===== src/rtl/intra_encoder.sv =====
// Frame-level intra-encode scan sequencer: a luma 4x4-block raster engine and two
// independent chroma 8x8-block raster engines, each with a sticky done flag.
module intra_encoder #(
   parameter int unsigned WIDTH  = 1280,
   parameter int unsigned LENGTH = 720
) (
   input  logic clk,
   input  logic reset,
   input  logic enable,
   output logic done_luma4x4,
   output logic done_chromab8x8,
   output logic done_chromar8x8
);

   localparam int unsigned LBxN = WIDTH / 4;
   localparam int unsigned LByN = LENGTH / 4;
   localparam int unsigned CBxN = WIDTH / 16;
   localparam int unsigned CByN = LENGTH / 16;

   // Single-block dimensions still need a 1-bit counter.
   localparam int unsigned LBxW = (LBxN > 1) ? $clog2(LBxN) : 1;
   localparam int unsigned LByW = (LByN > 1) ? $clog2(LByN) : 1;
   localparam int unsigned CBxW = (CBxN > 1) ? $clog2(CBxN) : 1;
   localparam int unsigned CByW = (CByN > 1) ? $clog2(CByN) : 1;

   localparam logic [LBxW-1:0] LBxLast = LBxW'(LBxN - 1);
   localparam logic [LByW-1:0] LByLast = LByW'(LByN - 1);
   localparam logic [CBxW-1:0] CBxLast = CBxW'(CBxN - 1);
   localparam logic [CByW-1:0] CByLast = CByW'(CByN - 1);

   // Luma engine state
   logic [1:0]      lpx_q, lpx_d;
   logic [1:0]      lpy_q, lpy_d;
   logic [LBxW-1:0] lbx_q, lbx_d;
   logic [LByW-1:0] lby_q, lby_d;
   logic            ldone_q, ldone_d;

   // Chroma engine state: index 0 is Cb, index 1 is Cr
   logic [2:0]      cpx_q [2];
   logic [2:0]      cpx_d [2];
   logic [2:0]      cpy_q [2];
   logic [2:0]      cpy_d [2];
   logic [CBxW-1:0] cbx_q [2];
   logic [CBxW-1:0] cbx_d [2];
   logic [CByW-1:0] cby_q [2];
   logic [CByW-1:0] cby_d [2];
   logic            cdone_q [2];
   logic            cdone_d [2];

   logic luma_last;

   assign luma_last = (lpx_q == 2'd3) && (lpy_q == 2'd3) &&
                      (lbx_q == LBxLast) && (lby_q == LByLast);

   always_comb begin
      lpx_d   = lpx_q;
      lpy_d   = lpy_q;
      lbx_d   = lbx_q;
      lby_d   = lby_q;
      ldone_d = ldone_q;
      if (enable && !ldone_q) begin
         // Consuming the final position sets done; counters stay parked there.
         if (luma_last) begin
            ldone_d = 1'b1;
         end else begin
            lpx_d = lpx_q + 2'd1;
            if (lpx_q == 2'd3) begin
               lpy_d = lpy_q + 2'd1;
               if (lpy_q == 2'd3) begin
                  if (lbx_q == LBxLast) begin
                     lbx_d = '0;
                     lby_d = lby_q + 1'b1;
                  end else begin
                     lbx_d = lbx_q + 1'b1;
                  end
               end
            end
         end
      end
   end

   always_comb begin
      for (int i = 0; i < 2; i++) begin
         cpx_d[i]   = cpx_q[i];
         cpy_d[i]   = cpy_q[i];
         cbx_d[i]   = cbx_q[i];
         cby_d[i]   = cby_q[i];
         cdone_d[i] = cdone_q[i];
         if (enable && !cdone_q[i]) begin
            if ((cpx_q[i] == 3'd7) && (cpy_q[i] == 3'd7) &&
                (cbx_q[i] == CBxLast) && (cby_q[i] == CByLast)) begin
               cdone_d[i] = 1'b1;
            end else begin
               cpx_d[i] = cpx_q[i] + 3'd1;
               if (cpx_q[i] == 3'd7) begin
                  cpy_d[i] = cpy_q[i] + 3'd1;
                  if (cpy_q[i] == 3'd7) begin
                     if (cbx_q[i] == CBxLast) begin
                        cbx_d[i] = '0;
                        cby_d[i] = cby_q[i] + 1'b1;
                     end else begin
                        cbx_d[i] = cbx_q[i] + 1'b1;
                     end
                  end
               end
            end
         end
      end
   end

   always_ff @(posedge clk) begin
      if (!reset) begin
         lpx_q   <= '0;
         lpy_q   <= '0;
         lbx_q   <= '0;
         lby_q   <= '0;
         ldone_q <= 1'b0;
         for (int i = 0; i < 2; i++) begin
            cpx_q[i]   <= '0;
            cpy_q[i]   <= '0;
            cbx_q[i]   <= '0;
            cby_q[i]   <= '0;
            cdone_q[i] <= 1'b0;
         end
      end else begin
         lpx_q   <= lpx_d;
         lpy_q   <= lpy_d;
         lbx_q   <= lbx_d;
         lby_q   <= lby_d;
         ldone_q <= ldone_d;
         for (int i = 0; i < 2; i++) begin
            cpx_q[i]   <= cpx_d[i];
            cpy_q[i]   <= cpy_d[i];
            cbx_q[i]   <= cbx_d[i];
            cby_q[i]   <= cby_d[i];
            cdone_q[i] <= cdone_d[i];
         end
      end
   end

   assign done_luma4x4    = ldone_q;
   assign done_chromab8x8 = cdone_q[0];
   assign done_chromar8x8 = cdone_q[1];

endmodule


===== config.mk =====
export PLATFORM = sky130hd
export DESIGN_NAME = intra_encoder
export DESIGN_NICKNAME = d
export VERILOG_FILES = /design/src/rtl/intra_encoder.sv
export SDC_FILE = /design/constraint.sdc
export NUM_CORES = 1
export LEC_CHECK = 0
export ABC_CLOCK_PERIOD_IN_PS = 2200
export CORE_MARGIN = 5
export CORE_UTILIZATION = 50
export DETAILED_ROUTE_END_ITERATION = 12
export DONT_BUFFER_PORTS = 1
export GPL_TIMING_DRIVEN = 0
export PLACE_DENSITY = 0.67
export SETUP_SLACK_MARGIN = 0.1
export SYNTH_ARGS = -nofsm -noshare
export SYNTH_HDL_FRONTEND = slang
export SYNTH_SLANG_ARGS = --single-unit

===== constraint.sdc =====
create_clock -name clk -period 2.2 [get_ports clk]
set_input_delay 0.22 -clock clk [delete_from_list [all_inputs] [get_ports clk]]
set_output_delay 0.22 -clock clk [all_outputs]
set_load 0.01 [all_outputs]

Word level (Yosys, flattened, before mapping)
Memories as Yosys holds them, arrays and structs flattened.
Cells that the tools add are included.

storage, ports and cells
  flip-flop bits (word level) = 22
  bits in writable memories = 40
  bits of input ports = 3
  output and inout port bits = 3
  word-level logic and storage cells = 112
  memories = 5

operators by class
  add/subtract/negate cells = 12
  equality and inequality tests = 12
  mux-type cells = 47
  bitwise gates (word level) = 11
  reduce and logical (&&, ||, !) cells = 20

memories
  name     words  bits a word  read ports  clocked after memory_dff  write ports  line  RTL
  cbx_q    2      7            2           0                         2            43    logic [CBxW-1:0] cbx_q [2];
  cby_q    2      6            2           0                         2            45    logic [CByW-1:0] cby_q [2];
  cpx_q    2      3            2           0                         2            39    logic [2:0] cpx_q [2];
  cpy_q    2      3            2           0                         2            41    logic [2:0] cpy_q [2];
  cdone_q  2      1            2           0                         2            47    logic cdone_q [2];

operators by type and width
  operator                                                        number
  7-bit 2-to-1 mux                                                12
  6-bit 2-to-1 mux                                                12
  3-bit 2-to-1 mux                                                14
  7-bit by 1-bit adder with 7-bit output (second input constant)  2
  7-bit equality test (second input constant)                     2
  3-bit by 1-bit adder with 3-bit output (second input constant)  4
  6-bit by 1-bit adder with 6-bit output (second input constant)  2
  3-bit equality test (second input constant)                     4
  6-bit equality test (second input constant)                     2
  1-bit logical AND                                               12
  1-bit bitwise OR                                                10
  9-bit by 1-bit adder with 9-bit output (second input constant)  1
  9-bit equality test (second input constant)                     1
  9-bit 2-to-1 mux                                                1
  8-bit by 1-bit adder with 8-bit output (second input constant)  1
  8-bit equality test (second input constant)                     1
  1-bit 2-to-1 mux                                                8
  5-bit AND reduction                                             1
  2-bit by 1-bit adder with 2-bit output (second input constant)  2
  2-bit equality test (second input constant)                     2
  2-bit AND reduction                                             2
  4-bit AND reduction                                             1
  1-bit logical NOT                                               3
  3-bit AND reduction                                             1
  1-bit NOT                                                       1

Logic depth before layout (Yosys ltp)
  depth after elaboration = 7
  gate-level depth with buffers = 8
  gate-level depth less buffers = 7

Worst setup path after synthesis
No wires, ideal clock.

  path kind = register to register
  start = memory cpx_q[0][0]
  end = memory cpx_q[0][0]
  setup time = 115 ps
  arrival time = 1638 ps
  data required time = 2085 ps
  slack = 447 ps
  cell stages (with the launch flop) = 8
  path buffers = 0
  period minus slack after synthesis = 1753 ps
  path through = dfxtp_1 > ha_1 > ha_1 > nand2_1 > nor4_4 > a211oi_2 > xor2_1 > and2_1

RTL lines
  element             line
  start: declaration  39

==> out/results.tsv <==
stage	metric	value	unit
run_status	status	complete, no violations	
critical_path	r2r_setup_slack	0.34	ns
timing	rsz0062_at_grt	false	
global_route	grt_antenna_before_repair	0	
global_route	grt_pass1_wl	9.92	mm
logic_synthesis	synth_flop_cell	dfxtp_1	
layout	multi_input_area	1820	µm²
logic_synthesis	synth_nets	361	
critical_path	critPathCaptureType	flop	
critical_path	cp_data_arrival_time	2.09	ns
cts	cts_buffer_depth	2	
job	maxCapViolCount	0	
critical_path	crit_path_start_kind	flop	
logic_synthesis	yosys.area_share.simple	0.300	
timing	worst_pin_slew	0.499	ns
cts	cts_tree	done	
route	vias	2288	
floorplanning	initial_core_util	0.505	
global_route	grt_usage	0.162	
placement	dp_hpwl	4.03	mm
timing	slew_headroom	0.667	
layout	layout_commonest_cell	dfxtp_1	
pwr	combPwrFrac	0.035	
pwr	pwr-share-seq	0.546	
route	wl_per_cell	13.0	µm
timing	fmax	538	MHz
route	drtPass1Iterations	4	
logic_synthesis	syn_inst	340	
pwr	power_density	613	nW/µm²
floorplanning	io_pins	6	
logic_synthesis	synth_warnings	0	
timing	slew_violations	0	
layout	post-route-util	0.547	
layout	layout.cells.most_common_list	62 x dfxtp_1, 43 x nand2_1, 23 x and2_1	
global_route	grt_pass1_vias	2249	
route	ant_nets	0	
floorplanning	die_area	7990	µm²
route	viasPerCell	5.30	
logic_synthesis	syn_avg_cell_area	9.26	µm²
hold_path	hold_path_class	input pin to flop	
cts	cts_max_level	3	
pwr	power_switching	465	µW
logic_synthesis	synth_top_family_by_area	simple AND/OR/NAND/NOR gates	
logic_synthesis	seq_area_frac_synth	0.394	
logic_synthesis	synthMuxAreaShare	0.0604	
timing	setup_viol	0	
cts	insertion_delay	0.34	ns
logic_synthesis	syn_area	3150	µm²
pwr	power_switching_share	0.223	
layout	register_area	1240	µm²
critical_path	crit_type	flop to flop	
pwr	power.internal	1630	µW
pwr	p_leak	0.00140	µW
pwr	ir_drop	0.368	mV
route	routed_wl	5.62	mm
cts	cts_buffers	9	
layout	area_growth	8.38	%
timing	setup_tns	0	ns
critical_path	cp_max_fo	7	
cts	clkTransAtPathRegs	0.07	ns
floorplanning	rows	29	
route	drt_iter0_drc	74	
cts	cts-root-buf	clkbuf_8	
placement	gp_congestion	0.814	
pwr	p_clk_frac	0.419	
layout	nFillCells	578	
cts	clock_sinks	62	
floorplanning	core_area	6240	µm²
floorplanning	die_x	89.4	µm
critical_path	worstPathRequired	2.43	ns
route	drcViolationCount	0	
layout	nets	372	
global_route	grt_max_degree	11	
layout	drive_above_1_share	0.0817	
global_route	grt-ovfl-total	0	
timing	fin_crit_sh	0.846	
placement	numPortBuffers	0	
logic_synthesis	ys_seq_elements	62	
logic_synthesis	synthArstFlopShare	0	
logic_synthesis	synth_adder_area_share	0.0715	
timing	hold_viol	0	
logic_synthesis	synthXorXnorAreaFrac	0.0807	
timing	fin_skew	0.00904	ns
timing	min_period	1.86	ns
logic_synthesis	synth_edf_count	0	
logic_synthesis	synth_compound_gate_area_share	0.0667	
cts	cts_resized	0	
logic_synthesis	synth_cell_type_count	49	
layout	antennaDiodeCount	0	
floorplanning	fp.dieH	89.4	µm
==> critical path, stage by stage (launching register included) <==
cell and delay, ns:
dfxtp_1 0.39, ha_1 0.23, nor2b_2 0.17, and4bb_4 0.29, nor3b_4 0.34, nand2b_1 0.25
nor2_1 0.07
==> area by class of cell <==
type / instances / area share
plain buffers: 11 / 0.0158
clock buffers: 14 / 0.0477
clock inverters: 1 / 0.00147
inverters: 8 / 0.00880
multi-input cells: 259 / 0.534
flip-flops and latches: 62 / 0.364
well taps: 77 / 0.0282
==> state kept, by name, summed over array words and instances (netlist names) <==
register / cells
cdone_q: 2
lpx_q: 2
lpy_q: 2
cby_q: 12
lbx_q: 9
cpx_q: 6
cpy_q: 6
done_luma4x4: 1
cbx_q: 14
lby_q: 8
==> synthesized netlist by cell type (all sizes together) (2+ instances only) <==
cell type | number | area, µm²
a211oi | 5 | 55.1
a21oi | 4 | 20.0
a31oi | 3 | 18.8
and2 | 23 | 144
and3 | 7 | 43.8
and4 | 2 | 17.5
and4bb | 2 | 28.8
buf | 3 | 23.8
clkbuf | 8 | 30.0
dfxtp | 62 | 1240
ha | 18 | 225
inv | 8 | 30.0
mux2i | 19 | 190
nand2 | 43 | 161
nand2b | 11 | 71.3
nand3 | 19 | 95.1
nand4 | 15 | 93.8
nand4b | 2 | 23.8
nor2 | 13 | 48.8
nor2b | 11 | 71.3
nor3 | 6 | 41.3
nor3b | 2 | 26.3
nor4 | 2 | 27.5
o211ai | 2 | 20.0
o21a | 3 | 22.5
o21ai | 10 | 53.8
o22ai | 2 | 12.5
xnor2 | 20 | 175
xor2 | 9 | 78.8
==> stage by stage <==
stage	setup slack, ns	hold WS (ns)	instances	cell area (µm²)	total power (µW)
2_1_floorplan	0.447	0.400	340	3150	1220
3_3_place_gp	0.237	0.406	417	3250	1240
3_5_place_dp	0.207	0.411	417	3250	1240
4_1_cts	0.202	0.0488	432	3410	2120
5_1_grt	0.136	0.0678	432	3410	2190
6_report	0.340	0.0622	432	3410	2090
==> final timing paths <==
check	startpoint	to	depth (start not counted)
worst min register to register	cpy_q[0][2]	cpy_q[0][2]	2
worst max register to register	cbx_q[0][0]	cbx_q[0][3]	6
worst max-delay path	cbx_q[0][0]	cbx_q[0][3]	6
worst min-delay path	enable	done_luma4x4	2
==> layer usage <==
layer | track usage | wire length, µm | up-vias
met4 | 0.0866 | 114 | 0
met2 | 0.258 | 2510 | 25
met5 | 0 | 0 | -
li1 | - | - | 1199
met1 | 0.195 | 2790 | 1051
met3 | 0.0498 | 200 | 13
==> power groups by stage <==
stage               combinational, µW  sequential [µW]  clock [µW]
floorplan                        55.7             1170           0
global route                     87.3             1140         959
detailed placement               75.9             1170           0
CTS                              76.3             1140         902
global placement                 73.9             1170           0
finish                           73.9             1140         875
==> cells by family (layout without fill, tap and decap cells) <==
logic type	Yosys count	in the layout
adder cells (fa/ha/maj)	18	18
AND/OR/NAND/NOR	163	163
multiplexers	19	19
AO/OA/AOI/OAI	30	30
flip-flops	62	62
XOR/XNOR	29	29
buffers and inverters	19	34
==> repair_timing <==
item                       CTS  global route
hold buffers                 0             0
setup buffers                0             0
setup endpoints to repair    0             4
(Power assumes the default switching activity.)
